## config.mk

```make
export PLATFORM = sky130hd
export DESIGN_NAME = ysyx_22041412_mul_ctrl_flat
export DESIGN_NICKNAME = d
export VERILOG_FILES = /design/src/rtl/ysyx_22041412_mul_ctrl_if.sv /design/src/rtl/ysyx_22041412_mul_ctrl.sv /design/src/flat_wrapper.sv
export SDC_FILE = /design/constraint.sdc
export NUM_CORES = 1
export LEC_CHECK = 0
export CAP_MARGIN = 20
export CORE_ASPECT_RATIO = 0.7
export CORE_MARGIN = 10
export CORE_UTILIZATION = 35
export CTS_CLUSTER_DIAMETER = 30
export DETAILED_ROUTE_END_ITERATION = 8
export HOLD_SLACK_MARGIN = 0.06
export PLACE_DENSITY = 0.72
export SETUP_SLACK_MARGIN = 0.1
export SLEW_MARGIN = 25
export SYNTH_ARGS = -nofsm -noshare
export SYNTH_HDL_FRONTEND = slang
export SYNTH_SLANG_ARGS = --single-unit
export TNS_END_PERCENT = 20
```

## constraint.sdc

```tcl
create_clock -name clk -period 2.55 [get_ports clk]
set_input_delay 0.6375 -clock clk [delete_from_list [all_inputs] [get_ports clk]]
set_output_delay 0.6375 -clock clk [all_outputs]
set_load 0.005 [all_outputs]
```

## src/rtl/ysyx_22041412_mul_ctrl_if.sv

```systemverilog
// Request/response and multiplier-side bundle for the multiply controller.
// slave = controller view, master = pipeline/multiplier environment view.
interface ysyx_22041412_mul_ctrl_if #(
   parameter int XLEN = 64
);
   logic            flush_i;
   logic            req_valid_i;
   logic            req_ready_o;
   logic [1:0]      op_i;
   logic            word_i;
   logic [XLEN-1:0] src1_i;
   logic [XLEN-1:0] src2_i;
   logic            resp_valid_o;
   logic            resp_ready_i;
   logic [XLEN-1:0] resp_data_o;
   logic            mul_req_o;
   logic [XLEN-1:0] mul_a_o;
   logic [XLEN-1:0] mul_b_o;
   logic            mul_w_o;
   logic [1:0]      mul_signed_o;
   logic            mul_mode_o;
   logic            mul_valid_i;
   logic [XLEN-1:0] mul_result_i;
   logic            mul_ready_o;

   modport slave (
      input  flush_i, req_valid_i, op_i, word_i, src1_i, src2_i, resp_ready_i,
             mul_valid_i, mul_result_i,
      output req_ready_o, resp_valid_o, resp_data_o, mul_req_o, mul_a_o, mul_b_o,
             mul_w_o, mul_signed_o, mul_mode_o, mul_ready_o
   );

   modport master (
      output flush_i, req_valid_i, op_i, word_i, src1_i, src2_i, resp_ready_i,
             mul_valid_i, mul_result_i,
      input  req_ready_o, resp_valid_o, resp_data_o, mul_req_o, mul_a_o, mul_b_o,
             mul_w_o, mul_signed_o, mul_mode_o, mul_ready_o
   );
endinterface

```

## src/rtl/ysyx_22041412_mul_ctrl.sv

```systemverilog
// Sequences RV64M multiplies onto the iterative Booth multiplier; accept->resp_valid is 1 cycle
// on a zero operand, else multiplier latency + 1. Result is held in RESP until resp_ready_i.
module ysyx_22041412_mul_ctrl #(
   parameter int XLEN      = 64,
   parameter int DRAIN_CYC = 2
) (
   input logic                      clk,
   input logic                      rst,
   ysyx_22041412_mul_ctrl_if.slave  bus
);
   localparam int CW = $clog2(DRAIN_CYC + 1);

   typedef enum logic [1:0] {S_IDLE, S_ISSUE, S_RESP, S_DRAIN} state_e;

   state_e          state_q, state_d;
   logic [XLEN-1:0] a_q, a_d, b_q, b_d, data_q, data_d;
   logic            w_q, w_d, mode_q, mode_d, vld_q, vld_d;
   logic [1:0]      sgn_q, sgn_d;
   logic [CW-1:0]   cnt_q, cnt_d;
   logic            req_ready, mul_req, mul_ready, is_w;

   assign is_w = bus.word_i && (bus.op_i == 2'b00);

   always_comb begin
      state_d   = state_q;
      a_d       = a_q;
      b_d       = b_q;
      w_d       = w_q;
      sgn_d     = sgn_q;
      mode_d    = mode_q;
      data_d    = data_q;
      vld_d     = vld_q;
      cnt_d     = cnt_q;
      req_ready = 1'b0;
      mul_req   = 1'b0;
      mul_ready = 1'b0;
      case (state_q)
         S_IDLE: begin
            req_ready = 1'b1;
            if (bus.req_valid_i && !bus.flush_i) begin
               a_d = bus.src1_i;
               b_d = bus.src2_i;
               w_d = is_w;
               case (bus.op_i)
                  2'b00:   begin sgn_d = is_w ? 2'b00 : 2'b11; mode_d = 1'b0; end
                  2'b01:   begin sgn_d = 2'b11; mode_d = 1'b1; end
                  2'b10:   begin sgn_d = 2'b10; mode_d = 1'b1; end
                  default: begin sgn_d = 2'b00; mode_d = 1'b1; end
               endcase
               // A zero operand makes every product form zero; skip the multiplier entirely.
               if (bus.src1_i == '0 || bus.src2_i == '0) begin
                  data_d  = '0;
                  vld_d   = 1'b1;
                  state_d = S_RESP;
               end else begin
                  state_d = S_ISSUE;
               end
            end
         end
         S_ISSUE: begin
            if (bus.flush_i) begin
               mul_ready = 1'b1;
               cnt_d     = CW'(DRAIN_CYC - 1);
               state_d   = S_DRAIN;
            end else if (bus.mul_valid_i) begin
               mul_ready = 1'b1;
               data_d    = w_q ? {{(XLEN-32){bus.mul_result_i[31]}}, bus.mul_result_i[31:0]}
                               : bus.mul_result_i;
               vld_d     = 1'b1;
               state_d   = S_RESP;
            end else begin
               mul_req = 1'b1;
            end
         end
         S_RESP: begin
            if (bus.flush_i || bus.resp_ready_i) begin
               vld_d   = 1'b0;
               state_d = S_IDLE;
            end
         end
         default: begin
            // Hold the release high so any late multiplier valid is cleared.
            mul_ready = 1'b1;
            if (cnt_q == '0) state_d = S_IDLE;
            else             cnt_d   = cnt_q - 1'b1;
         end
      endcase
   end

   always_ff @(posedge clk) begin
      if (!rst) begin
         state_q <= S_IDLE;
         a_q     <= '0;
         b_q     <= '0;
         w_q     <= 1'b0;
         sgn_q   <= 2'b00;
         mode_q  <= 1'b0;
         data_q  <= '0;
         vld_q   <= 1'b0;
         cnt_q   <= '0;
      end else begin
         state_q <= state_d;
         a_q     <= a_d;
         b_q     <= b_d;
         w_q     <= w_d;
         sgn_q   <= sgn_d;
         mode_q  <= mode_d;
         data_q  <= data_d;
         vld_q   <= vld_d;
         cnt_q   <= cnt_d;
      end
   end

   assign bus.req_ready_o  = req_ready;
   assign bus.mul_req_o    = mul_req;
   assign bus.mul_ready_o  = mul_ready;
   assign bus.resp_valid_o = vld_q;
   assign bus.resp_data_o  = data_q;
   assign bus.mul_a_o      = a_q;
   assign bus.mul_b_o      = b_q;
   assign bus.mul_w_o      = w_q;
   assign bus.mul_signed_o = sgn_q;
   assign bus.mul_mode_o   = mode_q;
endmodule

```

## src/flat_wrapper.sv

```systemverilog
// flat-port wrapper written by rule: the top's interface ports become plain ports
module ysyx_22041412_mul_ctrl_flat 
#(
   parameter int XLEN      = 64,
   parameter int DRAIN_CYC = 2
)
  (clk, rst, bus_flush_i, bus_req_valid_i, bus_op_i, bus_word_i, bus_src1_i, bus_src2_i, bus_resp_ready_i, bus_mul_valid_i, bus_mul_result_i, bus_req_ready_o, bus_resp_valid_o, bus_resp_data_o, bus_mul_req_o, bus_mul_a_o, bus_mul_b_o, bus_mul_w_o, bus_mul_signed_o, bus_mul_mode_o, bus_mul_ready_o);
  ysyx_22041412_mul_ctrl_if #(.XLEN(XLEN)) bus_i ();
  input logic clk;
  input logic rst;
  input wire logic [$bits(bus_i.flush_i)-1:0] bus_flush_i;
  input wire logic [$bits(bus_i.req_valid_i)-1:0] bus_req_valid_i;
  input wire logic [$bits(bus_i.op_i)-1:0] bus_op_i;
  input wire logic [$bits(bus_i.word_i)-1:0] bus_word_i;
  input wire logic [$bits(bus_i.src1_i)-1:0] bus_src1_i;
  input wire logic [$bits(bus_i.src2_i)-1:0] bus_src2_i;
  input wire logic [$bits(bus_i.resp_ready_i)-1:0] bus_resp_ready_i;
  input wire logic [$bits(bus_i.mul_valid_i)-1:0] bus_mul_valid_i;
  input wire logic [$bits(bus_i.mul_result_i)-1:0] bus_mul_result_i;
  output wire logic [$bits(bus_i.req_ready_o)-1:0] bus_req_ready_o;
  output wire logic [$bits(bus_i.resp_valid_o)-1:0] bus_resp_valid_o;
  output wire logic [$bits(bus_i.resp_data_o)-1:0] bus_resp_data_o;
  output wire logic [$bits(bus_i.mul_req_o)-1:0] bus_mul_req_o;
  output wire logic [$bits(bus_i.mul_a_o)-1:0] bus_mul_a_o;
  output wire logic [$bits(bus_i.mul_b_o)-1:0] bus_mul_b_o;
  output wire logic [$bits(bus_i.mul_w_o)-1:0] bus_mul_w_o;
  output wire logic [$bits(bus_i.mul_signed_o)-1:0] bus_mul_signed_o;
  output wire logic [$bits(bus_i.mul_mode_o)-1:0] bus_mul_mode_o;
  output wire logic [$bits(bus_i.mul_ready_o)-1:0] bus_mul_ready_o;
  assign bus_i.flush_i = bus_flush_i;
  assign bus_i.req_valid_i = bus_req_valid_i;
  assign bus_i.op_i = bus_op_i;
  assign bus_i.word_i = bus_word_i;
  assign bus_i.src1_i = bus_src1_i;
  assign bus_i.src2_i = bus_src2_i;
  assign bus_i.resp_ready_i = bus_resp_ready_i;
  assign bus_i.mul_valid_i = bus_mul_valid_i;
  assign bus_i.mul_result_i = bus_mul_result_i;
  assign bus_req_ready_o = bus_i.req_ready_o;
  assign bus_resp_valid_o = bus_i.resp_valid_o;
  assign bus_resp_data_o = bus_i.resp_data_o;
  assign bus_mul_req_o = bus_i.mul_req_o;
  assign bus_mul_a_o = bus_i.mul_a_o;
  assign bus_mul_b_o = bus_i.mul_b_o;
  assign bus_mul_w_o = bus_i.mul_w_o;
  assign bus_mul_signed_o = bus_i.mul_signed_o;
  assign bus_mul_mode_o = bus_i.mul_mode_o;
  assign bus_mul_ready_o = bus_i.mul_ready_o;
  ysyx_22041412_mul_ctrl #(.XLEN(XLEN), .DRAIN_CYC(DRAIN_CYC)) u_core (.clk(clk), .rst(rst), .bus(bus_i));
endmodule
```

* Word level (Yosys, flattened, before mapping)
Index checks and enable logic that the tools add are counted.
** Storage, ports and cells
- Memories :: 0
- Input bits :: 201
- ROM bits :: 0
- Latch bits :: 0
- RAM bits :: 0
- Bits in registers :: 201
** Cells by class
- Equality and inequality tests :: 12
- Bitwise gates (word level) :: 1
- Reductions and logical operators :: 19
- Shift-type cells :: 0
- Div/mod/pow operators :: 0
- Multiplexer cells :: 32
- Multiply operators :: 0
- Add/sub/neg operators :: 1
- $lt $le $gt $ge :: 0
** Operators with widths (number)
- $mux W64 :: 5
- $logic_not A64 Y1 :: 2
- $pmux W64 S2 :: 1
- $mux W2 :: 9
- $mux W1 :: 12
- $pmux W2 S3 :: 2
- $ne A2 B2 Y1 const B :: 4
- $logic_not A2 Y1 :: 3
- $ne A2 B1 Y1 const B :: 3
- $reduce_and A6 Y1 :: 1
- $reduce_and A5 Y1 :: 1
- $eq A2 B1 Y1 const B :: 2
- $eq A2 B2 Y1 const B :: 2
- $pmux W2 S2 :: 1
- $reduce_and A4 Y1 :: 1
- $reduce_bool A4 Y1 :: 1
- $ne A3 B3 Y1 const B :: 1
- $pmux W1 S3 :: 1
- $reduce_and A3 Y1 :: 1
- $reduce_bool A3 Y1 :: 1
- $logic_and A1 B1 Y1 :: 2
- $logic_or A1 B1 Y1 :: 2
- $pmux W1 S2 :: 1
- $reduce_and A2 Y1 :: 1
- 5 further kinds :: 5

* Logic depth before layout (Yosys ltp)
- Word-level depth :: 5
- Gate-level depth with buffers :: 7

* Worst setup path after synthesis
OpenSTA, ideal clock, no wires.
- Path kind :: in2reg
- Start point :: input bus_src1_i[0]
- End point :: register u_core.data_q[17] (netlist: u_core.bus.resp_data_o[17])
- Stages :: 6
- Path slack :: 269 ps
- Buffers on the path :: 1
- Arrival :: 2160 ps
- Data required time :: 2429 ps
- Setup time :: 121 ps
- Cell sequence :: nor4_1 -> nand4_1 -> or4_4 -> a31oi_4 -> buf_6 -> o21ai_0
** Between the ends
- Cells in the longest elaborated chain, start to end :: 4
** Ends and longest elaborated chain
- start, declared :: RTL line flat_wrapper.sv:15 : input wire logic [$bits(bus_i.src1_i)-1:0] bus_src1_i;
- $logic_not A64 Y1 :: RTL line ysyx_22041412_mul_ctrl.sv:51 : if (bus.src1_i == '0 || bus.src2_i == '0) begin
- $logic_or A1 B1 Y1 :: RTL line ysyx_22041412_mul_ctrl.sv:51
- $ne A2 B1 Y1 (no line)
- $reduce_and A5 Y1 (no line)
- end signal, assigned :: RTL line ysyx_22041412_mul_ctrl.sv:108 : data_q <= data_d;
- end, declared :: RTL line ysyx_22041412_mul_ctrl.sv:16 : logic [XLEN-1:0] a_q, a_d, b_q, b_d, data_q, data_d;
Every way passes these cells.
A chain may end at the register's enable or synchronous reset.

* Final worst setup path
- Start point :: input bus_src2_i[16]
- End point :: register u_core.data_q[24] (netlist: u_core.bus.resp_data_o[24])
** Between the ends
- Cells in the longest elaborated chain, start to end :: 4
** Ends and longest elaborated chain
- start, declared :: RTL line flat_wrapper.sv:16 : input wire logic [$bits(bus_i.src2_i)-1:0] bus_src2_i;
- $logic_not A64 Y1 :: RTL line ysyx_22041412_mul_ctrl.sv:51
- $logic_or A1 B1 Y1 :: RTL line ysyx_22041412_mul_ctrl.sv:51
- $ne A2 B1 Y1 (no line)
- $reduce_and A5 Y1 (no line)
Every way passes these cells.

==> impl_metrics.csv <==
group,metric,value,unit
global_routing,grtUsageTotal,22.1,%
setup_path,cp_slowest_stage_delay,0.59,ns
setup_path,crit_fanout,8,
job,cap_violations,0,
layout,fin_cells,1762,
layout,final_common_cell,"nand2_1",
sta,skew,0.0321,ns
drt,wirelength,34000,um
drt,ant_nets,0,
clock_network,cts_max_level,2,
clock_network,cts_root_buf,"clkbuf_16",
clock_network,numCtsBuffers,36,
layout,drive_gt1_share,15.2,%
layout,multi_input_area,0.00362,mm^2
setup_path,cp-start-kind,"input port",
setup_path,critPathArrivalTime,2.81,ns
setup_path,crit_cells,8,
sta,fin_crit,2.43,ns
sta,hold_ws,0.393,ns
global_routing,grt_pass1_wl,49700,um
place,dp_hpwl,24000,um
drt,drcViolationCount,0,
drt,drt_pass1_iterations,5,
pwr,finalPower,9660,uW
layout,seq_area,0.00402,mm^2
yosys,yosysWarnings,0,
yosys,synth_fp_nets,1188,
sta,hold_viol_final,0,
setup_path,path_cells,"clkdlybuf4s50_1, nor4_2, nand4_1, or4_4, a31oi_4, buf_6, clkbuf_16, o21ai_1",
layout,nFillCells,1737,
drt,wire_per_inst,19.3,um
sta,max_slew_margin,33.5,%
setup_path,cp-end-kind,"flop",
yosys,ys_types,36,
setup_path,required,2.93,ns
clock_network,clock_latency,0.51,ns
setup_path,worst-path-buf-inv,3,
global_routing,grt_pass1_vias,8603,
place,place_congestion,0.832,
yosys,synth-seq-cells,201,
clock_network,clock_path_buffers,3,
yosys,synth_seq_area_share,52.6,%
place,dpl.cell_count,1689,
hold_path,min-delay-path-class,"in2reg",
clock_network,clock_sinks,201,
drt,num_vias,8694,
place,dpl_cell_area,0.0125,mm^2
clock_network,hold_buffers,0,
sta,tightest_slew,0.998,ns
drt,drt_iter0_markers,424,
pwr,peakVddDrop,0.564,mV
floorplanning,core,0.0216,mm^2
setup_path,critPathKind,"in2reg",
layout,syn_to_final_growth,86.6,%
run_status,status,"complete, no violations",
clock_network,path_clk_slew,0.05,ns
sta,fin_crit_sh,95.2,%
floorplanning,ios,401,
yosys,syn_avg_cell_area,7.78,um^2
floorplanning,die_h,144,um
global_routing,grt_start_max_net_pins,69,
global_routing,overflow,0,
layout,final_cell_mix,"nand2_1, clkdlybuf4s50_1, dfxtp_1",
pwr,leakage,0.00568,uW
setup_path,rr_worst_depth,4,
sta,setup_viol,0,
drt,via_per_inst,4.93,
sta,fmaxAchievable,412,MHz
global_routing,antenna_found_initial,3,
floorplanning,die-area,0.0283,mm^2
place,io_buffers,400,
hold_path,min_path_cells,3,
clock_network,cts_tree,"done",
yosys,netlist_area,0.00765,mm^2
sta,rsz0062_at_grt,"no",
floorplanning,start_util,35.5,%
yosys,syn_inst,984,
setup_path,cpMaxStageDelayCell,"or4_4",
layout,nets,1656,
setup_path,cp_top_family,"simple AND/OR/NAND/NOR gates",
floorplanning,rows,45,
sta,drv_slew,0,
pwr,power.density,676,mW/mm^2
layout,fin_area,0.0143,mm^2
floorplanning,die_w,197,um
[cells in the mapped netlist (all sizes together)]
cell / instances / area [um^2]
nand4: 8 / 50.1
o21ai: 101 / 505
nand3: 4 / 20.0
nor4: 33 / 213
nand4b: 1 / 8.76
and2: 2 / 12.5
mux2i: 1 / 10.0
or3b: 1 / 8.76
or4: 2 / 22.5
mux2: 1 / 11.3
a2bb2oi: 1 / 8.76
dfxtp: 201 / 4020
o211ai: 1 / 7.51
nand3b: 1 / 7.51
buf: 6 / 67.6
nor3b: 2 / 15.0
nand2: 356 / 1340
or3: 1 / 6.26
a31oi: 3 / 33.8
nor2b: 34 / 213
o22ai: 1 / 6.26
nor4b: 1 / 15.0
inv: 7 / 26.3
a21oi: 134 / 671
nor2: 6 / 22.5
ha: 3 / 37.5
o21a: 1 / 7.51
nor3: 2 / 10.0
a21o: 1 / 7.51
clkbuf: 65 / 244
o311a: 1 / 10.0
o31ai: 1 / 7.51
a211oi: 1 / 7.51
[tightest hold or removal path, cell delays in order]
cell and delay (ns):
clkbuf_2 0.10, nand2_1 0.05, a21oi_1 0.05
[through the flow]
step / setup slack [ns] / setup TNS, ns / utilization [%]
2_1_floorplan: 0.269 / 0 / -
3_3_place_gp: -0.730 / -47.36 / 58.2
3_5_place_dp: -0.772 / -48.25 / 58.2
4_1_cts: 0.0219 / 0 / 65.1
5_1_grt: 0.0236 / 0 / 66.2
6_report: 0.121 / 0 / 66.2
[kinds of logic after synthesis]
family	Yosys count	share of synthesized area [%]
compound gates	246	16.6
fa+ha+maj	3	0.490
buf+inv	78	4.41
flops	201	52.6
mux	2	0.278
simple gates	454	25.6
[report_power, final]
group	internal [uW]	total (uW)	switching, uW
Sequential	3290	3370	77.9
Combinational	715	1270	558
Clock	3400	5010	1610
Total	7410	9660	2250
[final cells by class]
type | count | area share (%)
inverter | 7 | 0.201
antenna | 3 | 0.0526
clock inverter | 16 | 1.78
multi-input combinational | 705 | 25.3
sequential | 201 | 28.2
tap | 282 | 2.47
clock buffer | 47 | 7.10
timing repair buffer | 501 | 34.9
[flip-flops by register name, indices dropped and copies added (netlist names)]
signal                   cells
u_core.bus.mul_a_o          64
u_core.bus.mul_b_o          64
u_core.bus.mul_mode_o        1
u_core.bus.mul_signed_o      2
u_core.bus.mul_w_o           1
u_core.bus.resp_data_o      64
u_core.bus.resp_valid_o      1
u_core.cnt_q                 2
u_core.state_q               2
[final timing paths]
kind	from	to	slack, ns
hold / removal	bus_src1_i[13]	u_core.bus.mul_a_o[13]	0.39
setup / recovery	bus_src2_i[16]	u_core.bus.resp_data_o[24]	0.12
setup reg to reg	u_core.bus.mul_w_o	u_core.bus.resp_data_o[59]	0.67
hold reg to reg	u_core.bus.resp_data_o[46]	u_core.bus.resp_data_o[46]	0.45
[what timing repair did]
item,CTS,global route
setup buffers,1,1
endpoints found under the hold margin,0,0
gates cloned,2,3
resized for setup,108,99
pin swaps,20,39
endpoints found under the setup margin,70,64
[per-layer routing]
metal | up-vias | share of wire [%] | GRT usage [%]
met5 | - | 0 | 0
met4 | 0 | 2.3 | 7.12
met3 | 53 | 12 | 10.8
met2 | 370 | 48 | 36.3
met1 | 4023 | 37 | 24.7
li1 | 4248 | - | -
Power figures use the tool's default switching activity.
